[src/rtl/vga_pattern_sched_if.sv]
// rtl/vga_pattern_sched_if.sv - button/frame inputs and pattern-selection outputs of the pattern scheduler
interface vga_pattern_sched_if;
  logic       frame_start;
  logic       btn_next;
  logic       btn_mode;
  logic [1:0] pattern_sel;
  logic       blank;
  logic       auto_mode;
  logic [3:0] led;
  logic       switch_pulse;

  modport master (
    input  frame_start, btn_next, btn_mode,
    output pattern_sel, blank, auto_mode, led, switch_pulse
  );

  modport slave (
    output frame_start, btn_next, btn_mode,
    input  pattern_sel, blank, auto_mode, led, switch_pulse
  );
endinterface

[src/rtl/vga_pattern_sched.sv]
// rtl/vga_pattern_sched.sv - frame-aligned VGA test-pattern scheduler with debounced buttons and black-frame switching
module vga_pattern_sched #(
  parameter int NUM_PATTERNS       = 4,
  parameter int FRAMES_PER_PATTERN = 60,
  parameter int DEBOUNCE_CYCLES    = 250000,
  parameter int BLANK_FRAMES       = 1
) (
  input  logic                 clk,
  input  logic                 rst_n,
  vga_pattern_sched_if.master  bus
);

  localparam int DW = (DEBOUNCE_CYCLES > 1) ? $clog2(DEBOUNCE_CYCLES) : 1;
  localparam int FW = $clog2(FRAMES_PER_PATTERN + 1);
  localparam int BW = (BLANK_FRAMES > 1) ? $clog2(BLANK_FRAMES) : 1;

  typedef enum logic [1:0] {SHOW, PENDING, BLANK} state_t;

  // Index 0 is btn_next, index 1 is btn_mode.
  logic [1:0]    btn_raw;
  logic [1:0]    sync1, sync2, acc, acc_q, btn_ev;
  logic [DW-1:0] db_cnt [2];

  assign btn_raw = {bus.btn_mode, bus.btn_next};

  always_ff @(posedge clk or negedge rst_n) begin
    if (!rst_n) begin
      sync1  <= '0;
      sync2  <= '0;
      acc    <= '0;
      acc_q  <= '0;
      btn_ev <= '0;
      for (int i = 0; i < 2; i++) db_cnt[i] <= '0;
    end else begin
      sync1  <= btn_raw;
      sync2  <= sync1;
      acc_q  <= acc;
      btn_ev <= acc & ~acc_q;
      for (int i = 0; i < 2; i++) begin
        if (sync2[i] == acc[i]) begin
          db_cnt[i] <= '0;
        end else if (db_cnt[i] == DW'(DEBOUNCE_CYCLES - 1)) begin
          acc[i]    <= sync2[i];
          db_cnt[i] <= '0;
        end else begin
          db_cnt[i] <= db_cnt[i] + DW'(1);
        end
      end
    end
  end

  logic next_ev, mode_ev;
  assign next_ev = btn_ev[0];
  assign mode_ev = btn_ev[1];

  state_t        state, state_next;
  logic [FW-1:0] frame_cnt, frame_cnt_d;
  logic [BW-1:0] blank_cnt, blank_cnt_d;
  logic [1:0]    sel_q, sel_d;
  logic [3:0]    led_q, led_d;
  logic          blank_q, blank_d, auto_q, auto_d, pulse_q, pulse_d;
  logic          request, last_blank;

  assign request    = next_ev ||
                      (bus.frame_start && auto_q && frame_cnt == FW'(FRAMES_PER_PATTERN - 1));
  assign last_blank = bus.frame_start && blank_cnt == BW'(BLANK_FRAMES - 1);

  always_ff @(posedge clk or negedge rst_n) begin
    if (!rst_n) begin
      state     <= SHOW;
      frame_cnt <= '0;
      blank_cnt <= '0;
      sel_q     <= '0;
      led_q     <= 4'b0001;
      blank_q   <= 1'b0;
      auto_q    <= 1'b0;
      pulse_q   <= 1'b0;
    end else begin
      state     <= state_next;
      frame_cnt <= frame_cnt_d;
      blank_cnt <= blank_cnt_d;
      sel_q     <= sel_d;
      led_q     <= led_d;
      blank_q   <= blank_d;
      auto_q    <= auto_d;
      pulse_q   <= pulse_d;
    end
  end

  always_comb begin
    state_next = state;
    unique case (state)
      SHOW:    if (request) state_next = PENDING;
      PENDING: if (bus.frame_start) state_next = BLANK;
      BLANK:   if (last_blank) state_next = SHOW;
      default: state_next = SHOW;
    endcase
  end

  // Selection, led, blank and pulse all load on the same edge so no frame sees a half-updated pattern.
  always_comb begin
    sel_d       = sel_q;
    led_d       = led_q;
    blank_d     = blank_q;
    pulse_d     = 1'b0;
    auto_d      = auto_q ^ mode_ev;
    frame_cnt_d = frame_cnt;
    blank_cnt_d = blank_cnt;
    case (state)
      SHOW: begin
        if (bus.frame_start && auto_q) frame_cnt_d = frame_cnt + FW'(1);
      end
      PENDING: begin
        if (bus.frame_start) begin
          blank_d     = 1'b1;
          blank_cnt_d = '0;
        end
      end
      BLANK: begin
        if (last_blank) begin
          sel_d       = (sel_q == 2'(NUM_PATTERNS - 1)) ? 2'd0 : sel_q + 2'd1;
          led_d       = 4'b0001 << sel_d;
          blank_d     = 1'b0;
          pulse_d     = 1'b1;
          frame_cnt_d = '0;
        end else if (bus.frame_start) begin
          blank_cnt_d = blank_cnt + BW'(1);
        end
      end
      default: ;
    endcase
    if (mode_ev) frame_cnt_d = '0;
  end

  assign bus.pattern_sel  = sel_q;
  assign bus.led          = led_q;
  assign bus.blank        = blank_q;
  assign bus.auto_mode    = auto_q;
  assign bus.switch_pulse = pulse_q;

endmodule
[src/flat_wrapper.sv]
// flat-port wrapper written by rule: the top's interface ports become plain ports
module vga_pattern_sched_flat 
#(
  parameter int NUM_PATTERNS       = 4,
  parameter int FRAMES_PER_PATTERN = 60,
  parameter int DEBOUNCE_CYCLES    = 250000,
  parameter int BLANK_FRAMES       = 1
)
  (clk, rst_n, bus_frame_start, bus_btn_next, bus_btn_mode, bus_pattern_sel, bus_blank, bus_auto_mode, bus_led, bus_switch_pulse);
  vga_pattern_sched_if bus_i ();
  input  logic clk;
  input  logic rst_n;
  input wire logic [$bits(bus_i.frame_start)-1:0] bus_frame_start;
  input wire logic [$bits(bus_i.btn_next)-1:0] bus_btn_next;
  input wire logic [$bits(bus_i.btn_mode)-1:0] bus_btn_mode;
  output wire logic [$bits(bus_i.pattern_sel)-1:0] bus_pattern_sel;
  output wire logic [$bits(bus_i.blank)-1:0] bus_blank;
  output wire logic [$bits(bus_i.auto_mode)-1:0] bus_auto_mode;
  output wire logic [$bits(bus_i.led)-1:0] bus_led;
  output wire logic [$bits(bus_i.switch_pulse)-1:0] bus_switch_pulse;
  assign bus_i.frame_start = bus_frame_start;
  assign bus_i.btn_next = bus_btn_next;
  assign bus_i.btn_mode = bus_btn_mode;
  assign bus_pattern_sel = bus_i.pattern_sel;
  assign bus_blank = bus_i.blank;
  assign bus_auto_mode = bus_i.auto_mode;
  assign bus_led = bus_i.led;
  assign bus_switch_pulse = bus_i.switch_pulse;
  vga_pattern_sched #(.NUM_PATTERNS(NUM_PATTERNS), .FRAMES_PER_PATTERN(FRAMES_PER_PATTERN), .DEBOUNCE_CYCLES(DEBOUNCE_CYCLES), .BLANK_FRAMES(BLANK_FRAMES)) u_core (.clk(clk), .rst_n(rst_n), .bus(bus_i));
endmodule
[config.mk]
export PLATFORM = sky130hd
export DESIGN_NAME = vga_pattern_sched_flat
export DESIGN_NICKNAME = d
export VERILOG_FILES = /design/src/rtl/vga_pattern_sched_if.sv /design/src/rtl/vga_pattern_sched.sv /design/src/flat_wrapper.sv
export SDC_FILE = /design/constraint.sdc
export NUM_CORES = 1
export LEC_CHECK = 0
export BUFFER_PORTS_ARGS = -buffer_cell sky130_fd_sc_hd__buf_2
export CORE_MARGIN = 2
export CORE_UTILIZATION = 50
export CTS_BUF_LIST = sky130_fd_sc_hd__clkbuf_2 sky130_fd_sc_hd__clkbuf_4 sky130_fd_sc_hd__clkbuf_8
export CTS_CLUSTER_SIZE = 25
export DETAILED_ROUTE_END_ITERATION = 7
export GPL_TIMING_DRIVEN = 1
export PLACE_DENSITY = 0.75
export SYNTH_ARGS = -nofsm -noshare
export SYNTH_HDL_FRONTEND = slang
export SYNTH_SLANG_ARGS = --single-unit
export TNS_END_PERCENT = 50
[constraint.sdc]
create_clock -name clk -period 1.85 [get_ports clk]
set_clock_uncertainty 0.15 [all_clocks]
set_input_delay 0.2775 -clock clk [delete_from_list [all_inputs] [get_ports clk]]
set_output_delay 0.2775 -clock clk [all_outputs]
set_load 0.02 [all_outputs]
# Yosys cells after proc, flatten, opt, wreduce, memory -nomap -nowiden
# Index checks and enable logic that the tools add are counted.
totals:
  wordCells: 79
  input_bits: 5
  reg_bits: 64
classes:
  reduce_logical: 14
  mux: 22
  bitwise: 6
  n_shift: 1
  eq_ne: 15
  add_sub_neg: 5
ops:
  columns: ["op", "n"]
  rows:
  - ["18-bit 2-to-1 mux", 4]
  - ["18-bit by 1-bit adder with 18-bit output, second input constant", 2]
  - ["18-bit == test, second input constant", 2]
  - ["6-bit 2-to-1 mux", 3]
  - ["6-bit one-hot mux with 2 select lines", 1]
  - ["3-bit AND reduction", 3]
  - ["2-bit 2-to-1 mux", 4]
  - ["1-bit 2-to-1 mux", 7]
  - ["6-bit by 1-bit adder with 6-bit output, second input constant", 1]
  - ["6-bit == test, second input constant", 1]
  - ["2-bit inequality test, second input constant", 3]
  - ["3-bit by 1-bit inequality test with 1-bit output, second input constant", 2]
  - ["2-bit one-hot mux with 3 select lines", 1]
  - ["2-bit AND reduction", 3]
  - ["2-bit == test, second input constant", 2]
  - ["2-bit by 1-bit inequality test with 1-bit output, second input constant", 2]
  - ["1-bit one-hot mux with 2 select lines", 2]
  - ["4-bit AND reduction", 1]
  - ["1-bit by 2-bit << shifter with 4-bit output, first input constant", 1]
  - ["1-bit logical AND", 3]
  - ["1-bit NOT", 3]
  - ["3-bit nonzero test", 1]
  - ["2-bit by 1-bit adder with 2-bit output, second input constant", 1]
  - ["2-bit AND", 1]
  - ["8 further kinds", 9]

# Depth between registers and ports, before layout
logic_depth:
  depth_word: 5
  depth_mapped: 6

# Least setup slack after synthesis
# OpenSTA, ideal clock, no wires.
synth_path:
  kind: "flip-flop to flip-flop"
  startpoint: "register u_core.db_cnt[0] (netlist name)"
  endpoint: "register u_core.db_cnt[10] (netlist name)"
  setup_time_ns: 0.121
  path_stages_with_launch: 7
  path_slack_ns: -0.128
  t_arrival_ns: 1.707
  synth_period_minus_slack_ns: 1.978
  path_cell_list: "dfrtp_1 ha_1 nand3_1 or3_1 o21ai_2 buf_2 nor2_1"
synth_between:
  elab_chain_cells: 3
synth_rtl:
  columns: ["element", "line_no", "text"]
  rows:
  - ["from (decl)", "vga_pattern_sched.sv:22", "logic [DW-1:0] db_cnt [2];"]
  - ["from (signal, indexed assignment)", "vga_pattern_sched.sv:46", "db_cnt[i] <= db_cnt[i] + DW'(1);"]
  - ["18-bit by 1-bit adder with 18-bit output / 18-bit == test (equally long branches)", "vga_pattern_sched.sv:46, vga_pattern_sched.sv:42", null]
  - ["18-bit 2-to-1 mux (*)", "vga_pattern_sched.sv:42", "end else if (db_cnt[i] == DW'(DEBOUNCE_CYCLES - 1)) begin"]
  - ["18-bit 2-to-1 mux (*)", "vga_pattern_sched.sv:40", "if (sync2[i] == acc[i]) begin"]
# Mark *: on every way between the ends. The rest lies on a longest branch, timed or not.
# A chain may end at the register's enable or synchronous reset.

# Worst setup path after layout
layout_path:
  startpoint: "register u_core.db_cnt[1] (netlist name)"
  endpoint: "register u_core.db_cnt[17] (netlist name)"
# The elaborated chain is that of the path after synthesis.

==> impl_results.md <==
* Worst VDD drop at 0.361 mV
* DPL Wire Length at 3.69 mm
* Mux cell area share after synthesis at 2.99%
* Ratio of cells with drive above 1 in the final layout at 27.0%
* Reg2reg path depth at 5
* Synth Area in Adders at 3.37%
* Setup-failing EPs final at 0
* FMAX at 549 MHz
* Synth unique cells at 39
* Post-Layout Cell Count at 416
* DR iter-0 viols at 123
* RSZ-0062 raised after global routing: yes
* GPL Wtd Cong at 0.880
* Setup Total Neg Slack at 0 ns
* Mapped Avg Cell Area at 10.6 um^2
* Most frequent cells in the layout: dfrtp_1, nor2_1, buf_4
* Final Cycle Share at 98.4%
* Drt wl/cell at 13.3 um
* HP Class: input pin to flop
* Yosys warns at 0
* Synth Area in XOR/XNOR at 9.74%
* CTS Buf Count at 9
* Placed insts at 387
* WS Path Type: flop to flop
* Pleak at 0.00164 uW
* Worst Path Required at 1.96 ns
* CTS tree: built
* Global-route congestion overflow total at 0
* Comb power frac at 3.9%
* Pwr Density at 701 nW/um^2
* DR DRC count at 0
* Critical Path End: u_core.db_cnt[17]$_DFF_PN0_
* Post-route design area at 3660 um^2
* Final nets at 349
* Minimum clock period at 1.82 ns
* Post-route ant nets at 0
* Critical R2R Capture: u_core.db_cnt[17]$_DFF_PN0_
* Layout filler cell count at 474
* Largest net degree at the start of global routing at 51
* Rows at 28
* Die width at 81.0 um
* Vias in the first global route at 2185
* Synth Register Bits at 64
* Critical path launch point type: flop
* Antenna violations before repair at 0
* Switching Fraction at 22.1%
* Overall power at 2570 uW
* Initial Util at 51.0%
* Crit. Startpoint: u_core.db_cnt[1]$_DFF_PN0_
* CTS Sinks at 64
* Buffers on Ports at 13
* Drt first pass iters at 4
* CP arrival at 1.93 ns
* CTS root buf: clkbuf_8
* Post-DP Area at 3330 um^2
* FFs w/ async S/R, synth at 100%
* Max-slew violation count at 0
* Simple-gate portion of the synthesized area at 22.0%
* Slew @ Worst Pin at 0.373 ns
* Main combinational cell family by area after synthesis: simple AND/OR/NAND/NOR gates
* Run status: finished, final reports clean
* Post-layout util at 63.0%
* Core area at 5820 um^2
* Gr usage total at 18.6%
* Vias at 2221
* Worst reg2reg setup slack at 0.03 ns
* Most common cell after layout, fill and taps aside: dfrtp_1
* Post-Synthesis Cells at 279
* Clock Power Share at 40.5%
* Pint at 2000 uW
* Net Count, Synth at 292
* Psw at 568 uW
* Antenna cells at 0
* Compound-cell area share of the yosys netlist at 5.82%
* H-tree depth at 3
* Final Hold Fails at 0
* First-pass GRT wire length at 9.28 mm
* Vias per cell at 5.34
* Clk pin slew, worst setup/hold paths at 0.07 ns
* Number of max-cap violations at 0
* Part of the power in registers at 55.6%
* Reg2Reg Launch Point: u_core.db_cnt[1]$_DFF_PN0_
* Die Y at 81.0 um
* Sequential cell area fraction in the yosys report at 54.0%
* Most used DFF post-synth: dfrtp_1
* Mapped Area at 2970 um^2
* WL final at 5.52 mm
* Die area at 6570 um^2
* Max Buffers Root-to-Sink at 2
* Max_slew headroom at 74.9%
* CP endpoint kind: flop
* CP Max Fanout at 4
* EDFF count, synth at 0
* P&R area growth vs syn at 23.4%
* I/O pin count at 14
* Clock Latency Late Sink at 0.33 ns
## layout make-up
class                      instances  area [um^2]  area share, %
multi-input combinational        199         1380           37.8
inverter                          12         45.0           1.23
timing repair buffer              50          363           9.91
sequential                        64         1610           43.8
clock inverter                     4         20.0          0.547
tap                               75         93.8           2.56
clock buffer                      12          153           4.17
## routing by layer
layer | track usage (%) | vias up | part of all wire [%]
met3 | 5.00 | 17 | 3.5
li1 | - | 1077 | -
met5 | 0 | - | 0
met2 | 30.2 | 54 | 48
met4 | 9.15 | 0 | 2.3
met1 | 22.9 | 1073 | 46
## through the flow
step	setup WS [ns]	hold WS [ns]
2_1_floorplan	-0.0399	-0.168
3_3_place_gp	0.0473	0.0565
3_5_place_dp	-0.0220	0.0573
4_1_cts	0.00653	0.0491
5_1_grt	-0.0912	0.0534
6_report	0.0296	0.0577
## logic make-up (layout without fill, tap and decap cells)
group | Yosys count | count (layout)
buf+inv | 16 | 78
simple gates | 125 | 125
xor+xnor | 33 | 33
fa+ha+maj | 8 | 8
mux | 8 | 8
compound gates | 25 | 25
flops | 64 | 64
## Yosys cell counts (6+ instances only)
cell type  count  area (um^2)
nand2_1       12         45.0
mux2_2         7         78.8
nand3_1       15         75.1
xor2_1         8         70.1
o21ai_0        7         35.0
nor2b_1        7         43.8
nor3_1        10         50.1
nor4_1        11         68.8
nor2_1        45          169
xnor2_1       25          219
inv_1         12         45.0
dfrtp_1       63         1580
a21oi_1        6         30.0
ha_1           8          100
## power groups by stage
stage	combinational (uW)	sequential, uW	clock, uW
3_5_place_dp	93.9	1450	0
6_report	99.4	1430	1040
3_3_place_gp	91.3	1450	0
2_1_floorplan	34.9	1450	0
5_1_grt	113	1430	1150
4_1_cts	98.9	1430	1070
## sequential cells by signal (all words and copies together) (netlist names)
register and cells:
u_core.btn_ev 2, u_core.sync2 2, u_core.blank_cnt 1, u_core.bus.auto_mode 1
u_core.bus.blank 1, u_core.bus.pattern_sel 2, u_core.acc_q 2, u_core.state 2
u_core.db_cnt 36, u_core.bus.led 4, u_core.sync1 2, u_core.frame_cnt 6
u_core.acc 2, u_core.bus.switch_pulse 1
## worst min path at each step
| stage | start | endpoint | cells past startpoint |
|---|---|---|---|
| after floorplan | rst_n | u_core.acc[0]$_DFFE_PN0P_ | 0 |
| after global placement | rst_n | u_core.bus.pattern_sel[1]$_DFFE_PN0N_ | 1 |
| after detailed placement | rst_n | u_core.bus.pattern_sel[1]$_DFFE_PN0N_ | 1 |
| after CTS | bus_frame_start | u_core.blank_cnt$_DFFE_PN0P_ | 2 |
| after global routing | bus_frame_start | u_core.blank_cnt$_DFFE_PN0P_ | 2 |
| final | bus_frame_start | u_core.blank_cnt$_DFFE_PN0P_ | 2 |
## critical path: stages (launching register included)
cell	delay, ns
dfrtp_1	0.39
buf_4	0.12
nand4_1	0.13
or4_4	0.47
or3_1	0.34
a21oi_2	0.15
## what timing repair did
item	4_1_cts	5_1_grt
buffers inserted	4	6
gates resized for setup	6	9
endpoints found under the setup margin	4	7
gates cloned	0	0
pin swaps	0	7
hold buffers	3	0
endpoints found under the hold margin	16	0
Power figures use the tool's default switching activity.
